### config.mk
export PLATFORM = sky130hd
export DESIGN_NAME = decode_ex_pipe
export DESIGN_NICKNAME = d
export VERILOG_FILES = /design/src/rtl/decode_ex_pipe.sv
export SDC_FILE = /design/constraint.sdc
export NUM_CORES = 1
export LEC_CHECK = 0
export ABC_AREA = 1
export CAP_MARGIN = 0
export CORE_ASPECT_RATIO = 1.5
export CORE_UTILIZATION = 45
export DETAILED_ROUTE_END_ITERATION = 8
export GPL_ROUTABILITY_DRIVEN = 0
export PLACE_DENSITY = 0.73
export SYNTH_ARGS = -nofsm -noshare
export SYNTH_HDL_FRONTEND = slang
export SYNTH_SLANG_ARGS = --single-unit
### constraint.sdc
create_clock -name clk -period 14.7 [get_ports clk]
set_input_delay 2.94 -clock clk [delete_from_list [all_inputs] [get_ports clk]]
set_output_delay 2.94 -clock clk [all_outputs]
set_load 0.02 [all_outputs]
### src/rtl/decode_ex_pipe.sv
// ---------------------------------------------------------------------------
// decode_ex_pipe -- decode-to-execute pipeline register as a two-entry
// elastic buffer (main + skid).
//
// The main entry drives the execute side. The skid entry absorbs the one
// extra push that can arrive while execute stalls. Because of the skid entry,
// in_ready comes straight from a flop and has no combinational path from
// out_ready.
//
// Optional build macro:
//   DECODE_EX_BYPASS_EN -- forward the writeback port (wb_*) into operands.
//                          Forwarding applies when an entry is captured and
//                          while it is held. Without the macro, wb_* is
//                          ignored. Ports and timing are the same in both
//                          builds.
//
// Ports:
//   clk, rst            clock, asynchronous active-high reset
//   in_valid/in_ready   decode-side handshake
//   in_*                decoded payload: ctrl {RegWrite, ALUSrc, MemWrite,
//                       ResultSrc, Branch, ALUControl[2:0]}, rs1/rs2/rd
//                       addresses, rs1/rs2 data, immediate, pc, pc+4
//   out_valid/out_ready execute-side handshake
//   out_*               payload of the main entry (out_ctrl is zero when idle)
//   flush               discard every held entry (branch taken)
//   wb_we/wb_rd/wb_data writeback port, used for operand forwarding
// ---------------------------------------------------------------------------
module decode_ex_pipe #(
    parameter int XLEN   = 32,
    parameter int RA_W   = 5,
    parameter int CTRL_W = 8
) (
    input  logic              clk,
    input  logic              rst,
    // decode side
    input  logic              in_valid,
    output logic              in_ready,
    input  logic [CTRL_W-1:0] in_ctrl,
    input  logic [RA_W-1:0]   in_rs1_addr,
    input  logic [RA_W-1:0]   in_rs2_addr,
    input  logic [RA_W-1:0]   in_rd_addr,
    input  logic [XLEN-1:0]   in_rs1_data,
    input  logic [XLEN-1:0]   in_rs2_data,
    input  logic [XLEN-1:0]   in_imm,
    input  logic [XLEN-1:0]   in_pc,
    input  logic [XLEN-1:0]   in_pc_plus4,
    // execute side
    output logic              out_valid,
    input  logic              out_ready,
    output logic [CTRL_W-1:0] out_ctrl,
    output logic [RA_W-1:0]   out_rs1_addr,
    output logic [RA_W-1:0]   out_rs2_addr,
    output logic [RA_W-1:0]   out_rd_addr,
    output logic [XLEN-1:0]   out_rs1_data,
    output logic [XLEN-1:0]   out_rs2_data,
    output logic [XLEN-1:0]   out_imm,
    output logic [XLEN-1:0]   out_pc,
    output logic [XLEN-1:0]   out_pc_plus4,
    // control / writeback
    input  logic              flush,
    input  logic              wb_we,
    input  logic [RA_W-1:0]   wb_rd,
    input  logic [XLEN-1:0]   wb_data
);

    localparam logic [1:0] ST_EMPTY = 2'b00;
    localparam logic [1:0] ST_ONE   = 2'b01;
    localparam logic [1:0] ST_TWO   = 2'b10;

    // Non-operand payload packed as {ctrl, rs1a, rs2a, rda, imm, pc, pc4}.
    // Operand data is stored separately so that it can be forwarded.
    localparam int MW       = CTRL_W + 3*RA_W + 3*XLEN;
    localparam int RS1A_LSB = 3*XLEN + 2*RA_W;
    localparam int RS2A_LSB = 3*XLEN + RA_W;

    logic [1:0]      state_q, state_d;
    logic            in_ready_q, in_ready_d;
    logic            out_valid_q, out_valid_d;

    logic [MW-1:0]   main_meta_q, main_meta_d;
    logic [XLEN-1:0] main_rs1_q, main_rs1_d;
    logic [XLEN-1:0] main_rs2_q, main_rs2_d;
    logic [MW-1:0]   skid_meta_q, skid_meta_d;
    logic [XLEN-1:0] skid_rs1_q, skid_rs1_d;
    logic [XLEN-1:0] skid_rs2_q, skid_rs2_d;

    logic [MW-1:0]   in_meta;
    logic [CTRL_W-1:0] main_ctrl;
    logic            push, pop;
    logic            wb_vld;

    // ------------------------------------------------------------------
    // Writeback forwarding qualifier. x0 is hard-wired zero, so it is never
    // forwarded.
    // ------------------------------------------------------------------
`ifdef DECODE_EX_BYPASS_EN
    assign wb_vld = wb_we && (wb_rd != '0);
`else
    assign wb_vld = 1'b0;
    logic unused_wb;
    assign unused_wb = wb_we;
`endif

    function automatic logic [XLEN-1:0] fwd(input logic [RA_W-1:0] addr,
                                            input logic [XLEN-1:0] data);
        return (wb_vld && (wb_rd == addr)) ? wb_data : data;
    endfunction

    assign in_meta = {in_ctrl, in_rs1_addr, in_rs2_addr, in_rd_addr,
                      in_imm, in_pc, in_pc_plus4};

    // Both handshakes use registered flags only.
    assign push = in_valid && in_ready_q;
    assign pop  = out_valid_q && out_ready;

    // ------------------------------------------------------------------
    // Next-state logic. A held operand is refreshed from writeback every
    // cycle. Any move or load below therefore starts from the forwarded
    // value.
    // ------------------------------------------------------------------
    always_comb begin
        state_d     = state_q;
        main_meta_d = main_meta_q;
        main_rs1_d  = fwd(main_meta_q[RS1A_LSB +: RA_W], main_rs1_q);
        main_rs2_d  = fwd(main_meta_q[RS2A_LSB +: RA_W], main_rs2_q);
        skid_meta_d = skid_meta_q;
        skid_rs1_d  = fwd(skid_meta_q[RS1A_LSB +: RA_W], skid_rs1_q);
        skid_rs2_d  = fwd(skid_meta_q[RS2A_LSB +: RA_W], skid_rs2_q);

        if (flush) begin
            state_d = ST_EMPTY;
        end else begin
            case (state_q)
                ST_EMPTY: begin
                    if (push) begin
                        main_meta_d = in_meta;
                        main_rs1_d  = fwd(in_rs1_addr, in_rs1_data);
                        main_rs2_d  = fwd(in_rs2_addr, in_rs2_data);
                        state_d     = ST_ONE;
                    end
                end
                ST_ONE: begin
                    if (push && !pop) begin
                        skid_meta_d = in_meta;
                        skid_rs1_d  = fwd(in_rs1_addr, in_rs1_data);
                        skid_rs2_d  = fwd(in_rs2_addr, in_rs2_data);
                        state_d     = ST_TWO;
                    end else if (push && pop) begin
                        main_meta_d = in_meta;
                        main_rs1_d  = fwd(in_rs1_addr, in_rs1_data);
                        main_rs2_d  = fwd(in_rs2_addr, in_rs2_data);
                    end else if (pop) begin
                        state_d = ST_EMPTY;
                    end
                end
                ST_TWO: begin
                    // in_ready is low here, so only a pop can happen.
                    if (pop) begin
                        main_meta_d = skid_meta_q;
                        main_rs1_d  = fwd(skid_meta_q[RS1A_LSB +: RA_W], skid_rs1_q);
                        main_rs2_d  = fwd(skid_meta_q[RS2A_LSB +: RA_W], skid_rs2_q);
                        state_d     = ST_ONE;
                    end
                end
                default: state_d = ST_EMPTY;
            endcase
        end

        in_ready_d  = (state_d != ST_TWO);
        out_valid_d = (state_d != ST_EMPTY);
    end

    // ------------------------------------------------------------------
    // State and payload registers
    // ------------------------------------------------------------------
    always_ff @(posedge clk or posedge rst) begin
        if (rst) begin
            state_q     <= ST_EMPTY;
            in_ready_q  <= 1'b1;
            out_valid_q <= 1'b0;
            main_meta_q <= '0;
            main_rs1_q  <= '0;
            main_rs2_q  <= '0;
            skid_meta_q <= '0;
            skid_rs1_q  <= '0;
            skid_rs2_q  <= '0;
        end else begin
            state_q     <= state_d;
            in_ready_q  <= in_ready_d;
            out_valid_q <= out_valid_d;
            main_meta_q <= main_meta_d;
            main_rs1_q  <= main_rs1_d;
            main_rs2_q  <= main_rs2_d;
            skid_meta_q <= skid_meta_d;
            skid_rs1_q  <= skid_rs1_d;
            skid_rs2_q  <= skid_rs2_d;
        end
    end

    // ------------------------------------------------------------------
    // Outputs. ctrl is forced to zero as a bubble when nothing is valid, so
    // RegWrite and MemWrite cannot fire.
    // ------------------------------------------------------------------
    assign {main_ctrl, out_rs1_addr, out_rs2_addr, out_rd_addr,
            out_imm, out_pc, out_pc_plus4} = main_meta_q;

    assign in_ready     = in_ready_q;
    assign out_valid    = out_valid_q;
    assign out_ctrl     = out_valid_q ? main_ctrl : '0;
    assign out_rs1_data = main_rs1_q;
    assign out_rs2_data = main_rs2_q;

endmodule

Word level (Yosys, flattened, before mapping)
Cells that the tools add are included.
- register bits: 370
- input bits: 226
- output and inout bits: 185
- equality and inequality tests: 7
- mux-type cells: 23
- bitwise gates (word level): 1
- reductions and logical operators: 10
- operators by type and width (cell ; number):
    two-way mux 119 bit ; 4
    one-hot mux 119 bit (3 select lines) ; 1
    two-way mux 32 bit ; 8
    one-hot mux 32 bit (3 select lines) ; 2
    two-way mux 2 bit ; 6
    inequality test 2 bit, second input constant ; 5
    two-way mux 8 bit ; 1
    one-hot mux 2 bit (3 select lines) ; 1
    AND reduction 6 bit ; 1
    logical AND 1 bit ; 4
    AND reduction 3 bit ; 1
    nonzero test 3 bit ; 1
    == test 2 x 1 -> 1 bit, second input constant ; 1
    == test 2 bit, second input constant ; 1
    zero test 2 bit ; 1
    nonzero test 2 bit ; 1
    zero test 1 bit ; 1
    inverter 1 bit ; 1

Longest topological paths before layout
- depth in word-level cells: 7
- mapped depth: 9
- mapped depth without buffers: 6

Least setup slack after synthesis
Ideal clock, no wire load.
- path type: in2reg
- start point: input in_valid
- end point: register main_meta_q[106]
- library setup time: 0.121 ns
- arrival time: 3.682 ns
- required time: 14.579 ns
- path slack: 10.897 ns
- cell stages on the path: 8
- buffers on the path: 2
- cell sequence: nand2_1 > nand2_1 > nand2_1 > inv_2 > buf_4 > buf_2 > nand3_1 > nand2_1
- longest elaborated chain between the ends: 4
- RTL lines (element ; RTL line ; RTL):
    start, declared ; 36 ; input logic in_valid,
    logical AND 1 bit * ; 113 ; assign push = in_valid && in_ready_q;
    logical AND 1 bit, on equally long branches ; 148, 143 ;
    inequality test 2 bit (no line) ; - ;
    AND reduction 6 bit (no line) * ; - ;
    end signal, assigned ; 191 ; main_meta_q <= main_meta_d;
    end, declared ; 80 ; logic [MW-1:0] main_meta_q, main_meta_d;
Every way passes the cells marked *; elsewhere a longest branch is shown, timed or not.
A chain may end at the register's enable or synchronous reset.

Worst setup path in the final report
- start point: input out_ready
- end point: register main_meta_q[54]
- longest elaborated chain between the ends: 5
- RTL lines (element ; RTL line ; RTL):
    start, declared ; 49 ; input logic out_ready,
    logical AND 1 bit * ; 114 ; assign pop = out_valid_q && out_ready;
    zero test 1 bit ; 143 ; if (push && !pop) begin
    logical AND 1 bit ; 143 ;
    inequality test 2 bit (no line) ; - ;
    AND reduction 6 bit (no line) * ; - ;
Marked as above.

==> impl_results.md <==
- Vias in the first global route: 17,000
- Mapped Area: 19,700 um2
- Post-synthesis average cell area: 7.69 um2
- Crit path max-delay cell type: buf_4
- Kind of critical path: in2reg
- # H-tree levels: 2
- Clock Latency Late Sink: 0.54 ns
- Top Family by Delay on Critical Path: buffers and inverters
- Fmax: 175 MHz
- Nets@finish: 2,901
- Cells after Synth: 2,556
- Post-route setup slack: 8.98 ns
- Most frequent cells in the layout: nand2_1, nand3_1, clkdlybuf4s50_1
- DRC Markers: 0
- Crit-path most repeated cell: buf_4
- Proportion of layout cells with a drive suffix above 1: 3.51%
- Final setup viols: 0
- LEAKAGE: 12.4 nW
- DR top layer: met5
- Peak per-stage delay on the critical path: 0.89 ns
- Initial Util: 45.6%
- HPWL Detailed: 33.4 mm
- Die Y-Extent: 258 um
- Average wire per standard cell: 17.8 um
- Crit-path max FO: 81
- Crit-path cells: clkdlybuf4s50_1, nand2_2, o21ai_0, nand2_4, buf_4, buf_4, o21bai_1, nand2_1
- GRT Overall Usage: 25.9%
- Ports: 411
- Port Buffers: 372
- Final Critical Period: 5.72 ns
- Die width: 173 um
- Clk network pwr share: 22.1%
- Hold Path Class: reg2reg
- Max cap viols: 0
- DRT Pass-1 Iters: 5
- Post-CTS setup buffers: 0
- Hold_sp: skid_rs1_q[26]
- TritonCTS Buffers: 38
- Crit. End Element: flop
- Fillers: 3,910
- Layout Area Growth over Synthesis: 20.8%
- Clock sinks: 370
- Met1 wire length: 23.2 mm
- P_int: 2.96 mW
- Setup Total Neg Slack: 0 ns
- Period utilisation layout: 38.9%
- Sequential Power Share: 37.8%
- Hold Fails Final Rpt: 0
- Grt ovf: 0
- Initial antenna violation count: 11
- Core ar.: 43,100 um2
- Die Footprint: 44,500 um2
- Remaining antenna violation count after routing: 0
- Number of library cell types mapped by synthesis: 18
- Worst-path clk slew: 0.06 ns
- Syn_nets: 2,782
- R2r startpoint: state_q[1]
- Metal3 WL: 4.42 mm
- Via count: 17,500
- Via/cell ratio: 5.32
- Row cnt: 93
- WL met2: 28.6 mm
- First-pass GRT wire length: 93.1 mm
- Most common cell after layout, fill and taps aside: nand2_1
- Ys Warns: 0
- #FFs+latches synth: 370
- Worst setup path startpoint: out_ready
- Post-CTS sizing: 0
- Dpl ws: 8.48 ns
- Psw: 1.83 mW
- Startpoint Class: input port
- Fin. max-slew vios: 0
- Clock Tree Buf Depth: 3
- CTS tree: built
- Initial drt markers: 1,654
- WP data arrival: 6.18 ns
- Skew final: 0.0117 ns
- Post-synthesis sequential area ratio: 47.1%
- Final WL: 58.3 mm
- PwrDens: 202 nW/um2
- RSZ-0062 raised after global routing: false
- Clock root cell: clkbuf_16
- WP buf/inv: 3
- Sw Share: 38.2%
- WP data required: 15.16 ns
- Comb pwr share: 40.1%
- Max-Slew Margin vs Limit: 16.0%
- Slew @ Worst Pin: 1.26 ns
- Post-CTS Hold Fix Bufs: 0
- Largest net degree at the start of global routing: 117
- Worst vdd ir: 0.000107 V
- Status: complete, no violations
[worst paths after layout]
kind | endpoint | slack, ns | cells after the start
worst max-delay path | main_meta_q[54] | 8.98 | 8
worst min-delay path | skid_rs1_q[26] | 0.47 | 2
worst max register to register | main_meta_q[54] | 10.12 | 7
worst min register to register | skid_rs1_q[26] | 0.47 | 2
max in group asynchronous | skid_rs1_q[11] | 9.36 | 4
min in group asynchronous | out_rs2_data[1] | 2.99 | 2
[registers in the layout, indices dropped and copies added (netlist names)]
register      count
in_ready          1
main_meta_q     119
out_rs1_data     32
out_rs2_data     32
out_valid         1
skid_meta_q     119
skid_rs1_q       32
skid_rs2_q       32
state_q           2
[power groups by stage]
stage	Clock (mW)	Sequential [mW]	Combinational (mW)
floorplan	0	1.84	1.31
global placement	0	1.80	1.89
detailed placement	0	1.82	1.93
CTS	1.08	1.81	1.94
global route	1.11	1.87	2.10
finish	1.06	1.81	1.92
[final cells by class]
| type | count | area (um2) | share of cell area, % |
|---|---|---|---|
| inverter | 197 | 757 | 3.19 |
| multi-input combinational | 1676 | 7740 | 32.6 |
| tap | 570 | 713 | 3.00 |
| clock inverter | 7 | 135 | 0.569 |
| timing repair buffer | 392 | 3870 | 16.3 |
| antenna | 8 | 20.0 | 0.0843 |
| clock buffer | 62 | 1230 | 5.20 |
| sequential | 370 | 9260 | 39.0 |
[cell usage after synthesis]
master / count / area [um2]
buf_4: 118 / 886
dfstp_2: 1 / 26.3
nand2_2: 1 / 6.26
nand2_1: 936 / 3510
dfrtp_1: 369 / 9230
o21bai_1: 183 / 1370
clkbuf_1: 34 / 128
inv_1: 194 / 728
inv_2: 3 / 11.3
a21oi_2: 1 / 8.76
o21ai_0: 2 / 10.0
a21boi_4: 1 / 18.8
nor2_1: 1 / 3.75
nor2_2: 1 / 6.26
buf_1: 5 / 18.8
nand3_1: 550 / 2750
buf_2: 133 / 666
buf_6: 23 / 259
[per-layer routing]
layer / up-vias / track usage, %
li1: 8216 / -
met1: 8358 / 32.0
met2: 751 / 43.6
met3: 124 / 5.55
met4: 10 / 11.0
met5: - / 0
[kinds of logic (layout without fill, tap and decap cells)]
kind of cell | after synthesis | in the layout | share of synthesized area (%)
AO/OA/AOI/OAI | 187 | 187 | 7.18
buffers and inverters | 510 | 658 | 13.7
flip-flops | 370 | 370 | 47.1
other | 0 | 8 | 0
AND/OR/NAND/NOR | 1489 | 1489 | 32.0
[through the flow]
| step | total power [mW] | util (%) | instances | hold WS, ns | cell area [um2] |
|---|---|---|---|---|---|
| 2_1_floorplan | 3.15 | - | 2556 | 0.443 | 19700 |
| 3_3_place_gp | 3.68 | 51.9 | 3205 | 0.453 | 22300 |
| 3_5_place_dp | 3.74 | 51.9 | 3205 | 0.459 | 22300 |
| 4_1_cts | 4.82 | 55.1 | 3274 | 0.473 | 23700 |
| 5_1_grt | 5.08 | 55.1 | 3279 | 0.486 | 23700 |
| 6_report | 4.79 | 55.1 | 3282 | 0.470 | 23700 |
[worst register-to-register path, delay by kind of cell (launching register included)]
family                 cells  cell delay (ns)
AO/OA/AOI/OAI              2             0.58
buffers and inverters      3             2.74
flip-flops                 1             0.72
AND/OR/NAND/NOR            2             0.47
Note: power is estimated with default switching activity, not from simulation.
